[src/rtl/sys_bus_pkg.sv]
// Shared definitions for the system-bus initiator: FSM states, response
// status codes and bus widths.
package sys_bus_pkg;

  localparam int SYS_AW = 32;
  localparam int SYS_DW = 32;
  localparam int SYS_SW = 4;

  typedef enum logic [1:0] {
    IDLE   = 2'd0,
    ACCESS = 2'd1,
    RESP   = 2'd2
  } state_t;

  localparam logic [1:0] STS_OK  = 2'b00;
  localparam logic [1:0] STS_ERR = 2'b01;
  localparam logic [1:0] STS_TMO = 2'b10;

endpackage

[src/rtl/sys_bus_master.sv]
// Single-outstanding system-bus initiator: command stream in, one bus strobe out,
// response stream back. Define SYS_BUS_MASTER_TIMEOUT_EN to add the ack timeout.
module sys_bus_master
  import sys_bus_pkg::*;
#(
  parameter int unsigned       TMO_CYC   = 255,
  parameter logic [SYS_AW-1:0] ADDR_MASK = 32'hFFFF_FFFF
) (
  input  logic              clk_i,
  input  logic              rst_i,
  input  logic              cmd_valid_i,
  output logic              cmd_ready_o,
  input  logic              cmd_we_i,
  input  logic [SYS_AW-1:0] cmd_addr_i,
  input  logic [SYS_DW-1:0] cmd_wdata_i,
  input  logic [SYS_SW-1:0] cmd_sel_i,
  output logic              rsp_valid_o,
  input  logic              rsp_ready_i,
  output logic [SYS_DW-1:0] rsp_rdata_o,
  output logic [1:0]        rsp_status_o,
  output logic              busy_o,
  output logic [SYS_AW-1:0] sys_addr_o,
  output logic [SYS_DW-1:0] sys_wdata_o,
  output logic [SYS_SW-1:0] sys_sel_o,
  output logic              sys_wen_o,
  output logic              sys_ren_o,
  input  logic [SYS_DW-1:0] sys_rdata_i,
  input  logic              sys_err_i,
  input  logic              sys_ack_i
);

  state_t            state_q, state_d;
  logic              is_write_q, is_write_d;
  logic              cmd_ready_d, rsp_valid_d, busy_d, sys_wen_d, sys_ren_d;
  logic [SYS_DW-1:0] rsp_rdata_d, sys_wdata_d;
  logic [1:0]        rsp_status_d;
  logic [SYS_AW-1:0] sys_addr_d;
  logic [SYS_SW-1:0] sys_sel_d;

`ifdef SYS_BUS_MASTER_TIMEOUT_EN
  localparam logic [15:0] TMO_LIM = 16'(TMO_CYC);
  logic [15:0] tmo_cnt_q, tmo_cnt_d;
`endif

  // NOTE: every next-value signal gets its hold value first so no path leaves
  // one unassigned, which would otherwise infer a latch.
  always_comb begin
    state_d      = state_q;
    is_write_d   = is_write_q;
    cmd_ready_d  = cmd_ready_o;
    rsp_valid_d  = rsp_valid_o;
    rsp_rdata_d  = rsp_rdata_o;
    rsp_status_d = rsp_status_o;
    sys_addr_d   = sys_addr_o;
    sys_wdata_d  = sys_wdata_o;
    sys_sel_d    = sys_sel_o;
    sys_wen_d    = 1'b0;
    sys_ren_d    = 1'b0;
`ifdef SYS_BUS_MASTER_TIMEOUT_EN
    tmo_cnt_d    = tmo_cnt_q;
`endif

    unique case (state_q)
      IDLE: begin
        if (cmd_valid_i) begin
          state_d     = ACCESS;
          is_write_d  = cmd_we_i;
          cmd_ready_d = 1'b0;
          sys_addr_d  = cmd_addr_i & ADDR_MASK;
          sys_wdata_d = cmd_wdata_i;
          sys_sel_d   = cmd_sel_i;
          sys_wen_d   = cmd_we_i;
          sys_ren_d   = ~cmd_we_i;
`ifdef SYS_BUS_MASTER_TIMEOUT_EN
          tmo_cnt_d   = '0;
`endif
        end
      end

      // ack/err are looked at in the strobe cycle too, so a responder that
      // answers combinationally completes in a single ACCESS cycle.
      ACCESS: begin
        if (sys_err_i) begin
          state_d      = RESP;
          rsp_valid_d  = 1'b1;
          rsp_rdata_d  = '0;
          rsp_status_d = STS_ERR;
        end else if (sys_ack_i) begin
          state_d      = RESP;
          rsp_valid_d  = 1'b1;
          rsp_rdata_d  = is_write_q ? '0 : sys_rdata_i;
          rsp_status_d = STS_OK;
        end
`ifdef SYS_BUS_MASTER_TIMEOUT_EN
        else begin
          tmo_cnt_d = tmo_cnt_q + 16'd1;
          if (tmo_cnt_d == TMO_LIM) begin
            state_d      = RESP;
            rsp_valid_d  = 1'b1;
            rsp_rdata_d  = '0;
            rsp_status_d = STS_TMO;
          end
        end
`endif
      end

      RESP: begin
        if (rsp_ready_i) begin
          state_d     = IDLE;
          rsp_valid_d = 1'b0;
          cmd_ready_d = 1'b1;
        end
      end

      default: begin
        state_d     = IDLE;
        rsp_valid_d = 1'b0;
        cmd_ready_d = 1'b1;
      end
    endcase

    busy_d = (state_d != IDLE);
  end

  // NOTE: sequential state uses non-blocking assignments only, so every
  // register samples the pre-edge values regardless of statement order.
  always_ff @(posedge clk_i or posedge rst_i) begin
    if (rst_i) begin
      state_q      <= IDLE;
      is_write_q   <= 1'b0;
      cmd_ready_o  <= 1'b1;
      rsp_valid_o  <= 1'b0;
      rsp_rdata_o  <= '0;
      rsp_status_o <= STS_OK;
      busy_o       <= 1'b0;
      sys_addr_o   <= '0;
      sys_wdata_o  <= '0;
      sys_sel_o    <= '0;
      sys_wen_o    <= 1'b0;
      sys_ren_o    <= 1'b0;
`ifdef SYS_BUS_MASTER_TIMEOUT_EN
      tmo_cnt_q    <= '0;
`endif
    end else begin
      state_q      <= state_d;
      is_write_q   <= is_write_d;
      cmd_ready_o  <= cmd_ready_d;
      rsp_valid_o  <= rsp_valid_d;
      rsp_rdata_o  <= rsp_rdata_d;
      rsp_status_o <= rsp_status_d;
      busy_o       <= busy_d;
      sys_addr_o   <= sys_addr_d;
      sys_wdata_o  <= sys_wdata_d;
      sys_sel_o    <= sys_sel_d;
      sys_wen_o    <= sys_wen_d;
      sys_ren_o    <= sys_ren_d;
`ifdef SYS_BUS_MASTER_TIMEOUT_EN
      tmo_cnt_q    <= tmo_cnt_d;
`endif
    end
  end

endmodule

[config.mk]
export PLATFORM = sky130hd
export DESIGN_NAME = sys_bus_master
export DESIGN_NICKNAME = d
export VERILOG_FILES = /design/src/rtl/sys_bus_pkg.sv /design/src/rtl/sys_bus_master.sv
export SDC_FILE = /design/constraint.sdc
export NUM_CORES = 1
export LEC_CHECK = 0
export ABC_AREA = 1
export BUFFER_PORTS_ARGS = -buffer_cell sky130_fd_sc_hd__buf_2
export CORE_ASPECT_RATIO = 1.25
export CORE_MARGIN = 8
export CORE_UTILIZATION = 49
export DETAILED_ROUTE_END_ITERATION = 10
export PLACE_DENSITY_LB_ADDON = 0.05
export SETUP_SLACK_MARGIN = 0.5
export SLEW_MARGIN = 20
export SYNTH_ARGS = -nofsm -noshare
export SYNTH_HDL_FRONTEND = slang
export SYNTH_SLANG_ARGS = --single-unit
[constraint.sdc]
create_clock -name clk_i -period 8.25 [get_ports clk_i]
set_clock_uncertainty 0.15 [all_clocks]
set_input_delay 1.65 -clock clk_i [delete_from_list [all_inputs] [get_ports clk_i]]
set_output_delay 1.65 -clock clk_i [all_outputs]
set_load 0.02 [all_outputs]
==> results of run 1 <==
## sequential cells by signal, indices dropped and copies added (netlist names), 2 cells and up
name	cells
rsp_rdata_o	32
sys_addr_o	32
sys_wdata_o	32
sys_sel_o	4
state_q	2
## power groups by stage
stage	logic, mW	registers [mW]	clock network, mW
floorplan	0.373	1.21	0
global placement	0.985	0.913	0
detailed placement	1.01	0.914	0
CTS	1.01	0.909	0.347
global route	1.09	0.940	0.366
finish	0.990	0.908	0.339
## cells by family after synthesis
| family | share of synthesized area (%) |
|---|---|
| other | 0.0875 |
| AND/OR/NAND/NOR | 26.3 |
| AO/OA/AOI/OAI | 4.79 |
| buffers and inverters | 5.14 |
| flip-flops | 63.7 |
## placed cells by master, fill, tap and decap left out, types with 2 or more instances in the layout
master	count
nand2_1	277
o21ai_1	25
clkbuf_8	12
buf_2	212
inv_1	4
nor2_4	2
buf_4	3
nor2_1	10
o21ai_2	8
dfrtp_1	108
inv_2	3
o21ai_0	2
nor2_2	2
## cell type report
type / count / share of cell area [%]
multi-input cells: 330 / 24.3
clock buffers: 13 / 3.04
repair buffers: 215 / 19.5
clock inverters: 3 / 0.766
inverters: 8 / 0.586
well taps: 120 / 2.70
flip-flops and latches: 109 / 49.1
## Yosys cell counts
| cell type | instances | area [um2] |
|---|---|---|
| dfrtp_1 | 108 | 2700 |
| buf_12 | 1 | 20.0 |
| buf_2 | 12 | 60.1 |
| o21ai_2 | 8 | 70.1 |
| o21ai_0 | 2 | 10.0 |
| nor2_1 | 11 | 41.3 |
| buf_6 | 2 | 22.5 |
| nand2_2 | 1 | 6.26 |
| dfstp_2 | 1 | 26.3 |
| nand2_1 | 277 | 1040 |
| buf_4 | 7 | 52.6 |
| nand3_1 | 1 | 5.00 |
| nor2_2 | 2 | 12.5 |
| nor2_4 | 1 | 11.3 |
| clkbuf_2 | 1 | 5.00 |
| buf_8 | 2 | 30.0 |
| conb_1 | 1 | 3.75 |
| inv_2 | 3 | 11.3 |
| o21ai_1 | 25 | 125 |
| nand3_2 | 1 | 10.0 |
| inv_1 | 5 | 18.8 |
## metrics by stage
| step | hold WS (ps) | power [mW] |
|---|---|---|
| after floorplan | 317 | 1.58 |
| after global placement | 307 | 1.90 |
| after detailed placement | 310 | 1.92 |
| after CTS | 335 | 2.26 |
| after global routing | 353 | 2.39 |
| final | 332 | 2.24 |
## final timing paths
path                                             start                          end  slack, ps  cells past startpoint
max in group asynchronous                        rst_i  sys_wdata_o[15]$_DFFE_PP0P_       5560                      3
min reg2reg                sys_wdata_o[30]$_DFFE_PP0P_  sys_wdata_o[30]$_DFFE_PP0P_        330                      2
max                            cmd_ready_o$_DFFE_PP1P_                  cmd_ready_o       5390                      1
min in group asynchronous                        rst_i   sys_addr_o[18]$_DFFE_PP0P_       1230                      2
max reg2reg                       state_q[1]$_DFF_PP0_   sys_addr_o[10]$_DFFE_PP0P_       6310                      5
min                        sys_wdata_o[30]$_DFFE_PP0P_  sys_wdata_o[30]$_DFFE_PP0P_        330                      2
## metal layers
| metal | track usage (%) | share of wire, % | wire length [um] | vias to the layer above |
|---|---|---|---|---|
| li1 | - | - | - | 1836 |
| met4 | 8.06 | 1.9 | 212 | 0 |
| met5 | 0 | 0 | 0 | - |
| met3 | 6.21 | 8.3 | 934 | 16 |
| met2 | 29.8 | 48 | 5480 | 139 |
| met1 | 22.7 | 41 | 4680 | 1694 |
==> impl_metrics.csv, run 1 <==
group,metric,value,unit
cts,cts_buffers,9,
cts,clockBufferDepth,2,
floorplan,die_h,121,um
route,drcViolationCount,0,
finish,fin_util,64.5,%
timing,finalMaxSlewViolations,0,
pwr,comb_power_share,44.3,%
placement,dpl_cell_area,5330,um2
yosys,ys_seq_elements,109,
timing,worst_slack,5390,ps
route,vias,3685,
placement,post-place-cells,782,
floorplan,core_area,8610,um2
global_route,antenna_found_initial,0,
placement,routabilityCongestion,0.752,
finish,antenna_cells,0,
route,drt-initial-drc-count,98,
cts,cts_root_buf,"clkbuf_8",
cts,cts_tree,"done",
pwr,switching_share,44.0,%
global_route,grt_pass1_wl,17.9,mm
setup_path,worst-path-buf-inv,1,
setup_path,end_kind,"primary output",
pwr,irDropWorstVdd,0.208,mV
route,wl,11.3,mm
finish,final-instance-count-excl-fill,798,
finish,area_growth,29.6,%
pwr,leakagePower,3.23,nW
setup_path,crit_chain,"buf_2",
pwr,clkPwrFrac,15.2,%
yosys,syn_inst,472,
floorplan,ios,214,
cts,cts_sinks,109,
yosys,synth_cell_types,21,
route,routed_via_density,4.62,
timing,slew_headroom,54.3,%
timing,rsz0062_at_grt,"false",
cts,htreeDepth,3,
flow_run,cap_viol_max_count,0,
finish,postLayoutCellArea,5550,um2
route,firstDrtPassIters,5,
yosys,synth_warnings,0,
setup_path,path_max_fanout,2,
pwr,seqPwrFrac,40.6,%
cts,post_cts_buffers,0,
global_route,grt_pass1_vias,3638,
finish,seq_area,2730,um2
placement,preCtsSetupSlack,4940,ps
cts,clkSlewWorstSetupHoldPaths,100,ps
setup_path,critical_path.top_delay_family,"flip-flops",
timing,setup_viol,0,
setup_path,slowest_delay,540,ps
setup_path,worstSetupStartpointType,"register",
status,status,"finished clean",
finish,multi_input_area,1350,um2
cts,ctsResizeCount,0,
floorplan,start_util,49.8,%
timing,tns,0,ps
floorplan,die_area,12000,um2
global_route,grt_max_degree,71,
yosys,avgSynthCellArea,9.08,um2
finish,drive_gt1_share,36.7,%
timing,fin_crit,2860,ps
pwr,power.internal,1.25,mW
setup_path,cp.required,6450,ps
setup_path,crit_arrival,1060,ps
floorplan,die_w,99.6,um
global_route,track_usage,18.7,%
yosys,ys_seq_area_share,63.7,%
placement,port_buffers,212,
placement,place.detailed.hpwl,8.35,mm
setup_path,critPathKind,"reg2out",
finish,n_fill_cell,773,
global_route,grt_overflow,0,
route,antenna_left,0,
cts,holdBufCountCts,0,
timing,worst_slew_pin_slew,685,ps
floorplan,num_rows,38,
setup_path,cp_slowest_cell,"dfstp_2",
timing,period_share,34.7,%
yosys,synth_nets,579,
yosys,synthesis.area,4280,um2
cts,clock_latency,360,ps
pwr,p_per_area,403,nW/um2
route,wl_per_cell,14.2,um
pwr,p_switching,0.985,mW
worst_hold_path,hp-class,"reg2reg",
timing,hold_violations,0,
finish,final_nets,780,
timing,max_freq,0.350,GHz
No activity file was read; power rests on OpenSTA's default activity.
==> run 2, diff against run 1 <==
- CORE_UTILIZATION: 49 -> 41
- clock period: 8.25 -> 2.5 ns (I/O delays scaled with it)
==> impl_metrics.csv, run 2 (synthesis gave the netlist of run 1 again) <==
group,metric,value,unit
status,status,"finished clean",
floorplan,num_rows,41,
pwr,power.internal,4.40,mW
pwr,total_power,7.66,mW
pwr,leakagePower,3.29,nW
placement,routabilityCongestion,0.770,
timing,slew_headroom,59.5,%
timing,hold_ws,193,ps
route,antenna_left,0,
timing,setup_viol,0,
global_route,track_usage,16.3,%
pwr,comb_power_share,43.8,%
timing,worst_slew_pin_slew,607,ps
route,drcViolationCount,0,
route,wl_per_cell,14.2,um
timing,finalMaxSlewViolations,0,
route,drt-initial-drc-count,174,
placement,port_buffers,212,
finish,area_growth,33.4,%
floorplan,die_area,14000,um2
floorplan,ios,214,
cts,cts_root_buf,"clkbuf_16",
setup_path,critical_path.top_delay_family,"simple AND/OR/NAND/NOR gates",
flow_run,cap_viol_max_count,0,
floorplan,die_h,130,um
cts,cts_sinks,109,
floorplan,die_w,107,um
setup_path,rrSetupSlack,650,ps
route,vias,3618,
setup_path,worst-path-buf-inv,2,
timing,fin_crit,1850,ps
timing,rsz0062_at_grt,"false",
finish,reg_top3,"rsp_rdata_o: 32 flops, sys_addr_o: 32 flops, sys_wdata_o: 32 flops",
placement,place.detailed.hpwl,8.49,mm
cts,cts_buffers,9,
setup_path,critPathKind,"reg2reg",
cts,clock_latency,330,ps
worst_hold_path,hp-class,"in2async",
route,routed_via_density,4.46,
cts,cts_tree,"done",
global_route,grt_overflow,0,
route,firstDrtPassIters,4,
setup_path,path_max_fanout,28,
pwr,seqPwrFrac,39.2,%
setup_path,worstSetupStartpointType,"register",
floorplan,start_util,42.2,%
finish,final_nets,784,
cts,clockBufferDepth,2,
finish,drive_gt1_share,36.7,%
cts,clkSlewWorstSetupHoldPaths,60,ps
finish,multi_input_area,1340,um2
cts,ctsResizeCount,0,
pwr,irDropWorstVdd,0.567,mV
pwr,clkPwrFrac,17.1,%
setup_path,end_kind,"register",
setup_path,cp.required,2570,ps
cts,htreeDepth,3,
finish,n_fill_cell,957,
pwr,p_per_area,1340,nW/um2
setup_path,cp_slowest_cell,"nand3_2",
global_route,grt_max_degree,110,
global_route,grt_pass1_wl,18.1,mm
timing,max_freq,0.540,GHz
timing,hold_violations,0,
timing,tns,0,ps
floorplan,core_area,10200,um2
setup_path,slowest_delay,480,ps
pwr,p_switching,3.26,mW
finish,seq_area,2730,um2
setup_path,crit_arrival,1920,ps
global_route,antenna_found_initial,0,
finish,final_common_cell,"nand2_1",
global_route,grt_pass1_vias,3670,
pwr,switching_share,42.6,%
setup_path,cpMostUsedCell,"nand2_1",
cts,post_cts_buffers,0,
setup_path,crit_chain,"inv_2 > nand3_2 > buf_4 > nand2_1 > nand2_1",
timing,period_share,74.0,%
cts,holdBufCountCts,0,
finish,final_cell_mix,"277 x nand2_1, 212 x buf_2, 108 x dfrtp_1, 25 x o21ai_1, 10 x nor2_1",
route,wl,11.5,mm
run 2: power by group through the flow:
stage,Clock [mW],Sequential [mW],Combinational (mW)
floorplan,0,3.98,1.23
global placement,0,3.02,3.38
detailed placement,0,3.01,3.43
CTS,1.36,3.00,3.43
global route,1.44,3.09,3.69
finish,1.31,3.00,3.35
run 2: stage by stage:
stage	worst slack, ps	cells	cell area [um2]	util (%)
3_5_place_dp	563	795	5440	53.5
5_1_grt	500	811	5710	56.2
6_report	650	812	5710	56.2
4_1_cts	630	811	5710	56.2
3_3_place_gp	601	795	5440	53.5
2_1_floorplan	535	472	4290	-
run 2: path summary, 6_finish.rpt:
check / from / cells past startpoint / endpoint
max: state_q[1]$_DFF_PP0_ / 5 / sys_addr_o[30]$_DFFE_PP0P_
min: rst_i / 3 / rsp_rdata_o[30]$_DFFE_PP0P_
max reg2reg: state_q[1]$_DFF_PP0_ / 5 / sys_addr_o[30]$_DFFE_PP0P_
min reg2reg: sys_addr_o[18]$_DFFE_PP0P_ / 2 / sys_addr_o[18]$_DFFE_PP0P_
max in group asynchronous: rst_i / 3 / sys_wdata_o[8]$_DFFE_PP0P_
min in group clk_i: cmd_we_i / 2 / sys_ren_o$_DFF_PP0_
run 2: routing by layer:
metal	wire length (um)	part of all wire, %	vias up	track usage, %
met5	0	0	-	0
met4	191	1.7	0	7.04
met3	1030	8.9	12	4.88
met2	5610	49	129	26.8
met1	4720	41	1626	19.3
li1	-	-	1851	-
run 2: worst min-delay path, stage by stage:
cell and delay, ps:
buf_2 110, clkinvlp_4 70, buf_12 440
run 2: cell type report:
class,count,area share [%]
well taps,129,2.83
flip-flops and latches,109,47.8
clock inverters,1,0.0876
inverters,8,0.591
multi-input cells,330,23.4
repair buffers,219,20.6
diodes,1,0.0438
clock buffers,15,4.69
==> run 3, diff against run 2 <==
- ABC_AREA: 1 -> 0
- CORE_UTILIZATION: 41 -> 46
- clock period: 2.5 -> 1.8 ns (I/O delays scaled with it)
==> impl_metrics.csv, run 3 <==
group,metric,value,unit
setup_path,cp_slowest_cell,"dfrtp_1",
yosys,synth_common_cells,"108 x dfrtp_1, 69 x mux2_2, 34 x inv_1",
placement,routabilityCongestion,0.743,
route,firstDrtPassIters,5,
route,vias,3480,
yosys,synthXorXnorAreaFrac,0,%
timing,worst_slew_pin_slew,611,ps
global_route,grt_pass1_vias,3797,
placement,place.detailed.hpwl,8.54,mm
global_route,antenna_found_initial,0,
yosys,yosysMostFrequentCell,"dfrtp_1",
pwr,leakagePower,3.84,nW
setup_path,cp.required,1870,ps
floorplan,die_h,125,um
yosys,ys_seq_elements,109,
setup_path,worstSetupStartpointType,"register",
timing,hold_violations,0,
cts,clkSlewWorstSetupHoldPaths,70,ps
setup_path,crit_arrival,1700,ps
yosys,synth_fa_ha_area_share,0,%
floorplan,num_rows,40,
cts,cts_sinks,109,
cts,clock_latency,330,ps
timing,finalMaxSlewViolations,0,
cts,clockBufferDepth,2,
setup_path,critical_path.top_delay_family,"flip-flops",
yosys,synth_compound_area_share,1.25,%
floorplan,ios,214,
finish,final-instance-count-excl-fill,740,
yosys,synthMuxAreaShare,25.2,%
timing,fin_crit,1630,ps
finish,antenna_cells,0,
setup_path,reg2reg_to,"sys_addr_o[16]$_DFFE_PP0P_",
setup_path,r2r-start,"state_q[0]$_DFF_PP0_",
yosys,synth_nets,419,
setup_path,path_max_fanout,10,
route,wl_per_cell,17.5,um
yosys,synth_top_flop_cell,"dfrtp_1",
timing,period_share,90.7,%
floorplan,die_area,12900,um2
global_route,grt_pass1_wl,19.4,mm
cts,cts_tree,"done",
worst_hold_path,hp-class,"in2async",
flow_run,cap_viol_max_count,0,
cts,cts_buffers,9,
floorplan,start_util,46.4,%
finish,final_nets,716,
floorplan,core_area,9460,um2
finish,drive_gt1_share,64.8,%
yosys,synth-async-reset-ratio,100,%
yosys,avgSynthCellArea,14.1,um2
route,antenna_left,0,
setup_path,rrSetupSlack,170,ps
floorplan,die_w,103,um
setup_path,worst-path-buf-inv,2,
pwr,irDropWorstVdd,1.13,mV
yosys,synth_top_family_by_area,"multiplexers",
placement,port_buffers,212,
timing,rsz0062_at_grt,"true",
cts,holdBufCountCts,0,
finish,area_growth,72.9,%
setup_path,slowest_delay,420,ps
status,status,"finished clean",
yosys,synth_area_leaders,"dfrtp_1 62%, mux2_2 18%, mux2i_1 7.5%",
finish,final_cell_mix,"113 x buf_6, 107 x dfrtp_1, 106 x buf_2, 70 x buf_4, 67 x mux2_4",
finish,reg_top3,"rsp_rdata_o: 32 flops, sys_addr_o: 32 flops, sys_wdata_o: 32 flops",
pwr,p_per_area,2060,nW/um2
route,wl,12.9,mm
yosys,syn_inst,312,
setup_path,end_kind,"register",
global_route,grt_max_degree,110,
route,drcViolationCount,0,
cts,cts_root_buf,"clkbuf_16",
yosys,yosys.area_share.simple,4.08,%
setup_path,rr_worst_depth,4,
global_route,track_usage,19.4,%
setup_path,critPathKind,"reg2reg",
global_route,grt_overflow,0,
timing,max_freq,0.612,GHz
pwr,total_power,15.6,mW
timing,setup_viol,0,
route,routed_via_density,4.70,
setup_path,crit_chain,"nor3b_4 > buf_12 > clkbuf_16 > mux2_4",
route,drt-initial-drc-count,99,
placement,post-place-cells,648,
yosys,synth_warnings,0,
finish,final_common_cell,"buf_6",
yosys,synth-edff-count,0,
yosys,synthesis.area,4390,um2
yosys,synth_cell_types,24,
yosys,yosysTopAreaCellShare,61.6,%
yosys,yosysTopAreaCell,"dfrtp_1",
yosys,ys_seq_area_share,62.2,%
cts,htreeDepth,3,
timing,slew_headroom,59.3,%
[run 3: cell types whose count changed after synthesis, sizes merged, moves of 9 or more]
cell   before  now
nand2     278   33
mux2        0   69
o21ai      35    1
mux2i       0   33
inv         8   34
buf        24   14
nor2       14    5
[run 3: how the worst max path moves through the flow]
stage | slack [ps] | depth (start not counted) | endpoint | from
2_1_floorplan | -20 | 1 | busy_o$_DFF_PP0_ | rst_i
3_3_place_gp | 90 | 5 | sys_wdata_o[8]$_DFFE_PP0P_ | cmd_valid_i
3_5_place_dp | 50 | 5 | sys_wdata_o[11]$_DFFE_PP0P_ | cmd_valid_i
4_1_cts | 130 | 4 | sys_addr_o[25]$_DFFE_PP0P_ | state_q[1]$_DFF_PP0_
5_1_grt | 90 | 5 | sys_addr_o[1]$_DFFE_PP0P_ | state_q[0]$_DFF_PP0_
6_report | 170 | 4 | sys_addr_o[16]$_DFFE_PP0P_ | state_q[0]$_DFF_PP0_
[run 3: cell type report]
cell class | instances | area (um2)
Timing Repair Buffer | 302 | 2620
Tap cell | 126 | 158
Sequential cell | 109 | 2730
Clock buffer | 13 | 270
Inverter | 34 | 131
Multi-Input combinational cell | 153 | 1640
Clock inverter | 3 | 42.5
Fill cell | 547 | 1870
[run 3: worst reg2reg max path, cell delays in order (launching register included)]
cell and delay [ps]:
dfrtp_1 420, nor3b_4 270, buf_12 190, clkbuf_16 190, mux2_4 300
[run 3: metrics by stage]
step | setup WS [ps] | cell area, um2 | TNS (ps) | utilization, % | hold WS, ps
3_5_place_dp | 52.6 | 5910 | 0 | 62.5 | 340
4_1_cts | 134 | 7330 | 0 | 77.5 | 65.9
6_report | 167 | 7590 | 0 | 80.3 | 12.8
3_3_place_gp | 87.3 | 5910 | 0 | 62.5 | 311
2_1_floorplan | -24.7 | 4680 | -2660 | - | 276
5_1_grt | 94.7 | 7590 | 0 | 80.3 | 82.0
[run 3: cell families (layout without fill, tap and decap cells)]
group	count (synthesis)	in the layout
AO/OA/AOI/OAI	7	7
buffers and inverters	50	352
flip-flops	109	109
multiplexers	102	102
other	1	1
AND/OR/NAND/NOR	43	43
[run 3: what timing repair did]
action	in CTS	in global routing
pin swaps	1	1
cloned	2	1
buffers inserted	47	26
setup endpoints to repair	209	213
gates resized for setup	221	8
[run 3: per-layer routing]
layer	global-route usage (%)	share of wire [%]	wire [um]	vias up
met5	0	0	0	-
met4	6.58	1.7	214	0
met3	7.00	8.1	1060	15
met2	33.2	53	6840	129
met1	21.3	37	4840	1725
li1	-	-	-	1611
[run 3: power by group]
group / total [mW] / switching, mW / internal (mW)
clock: 2.03 / 0.842 / 1.19
combinational: 8.91 / 3.61 / 5.30
sequential: 4.66 / 0.964 / 3.69
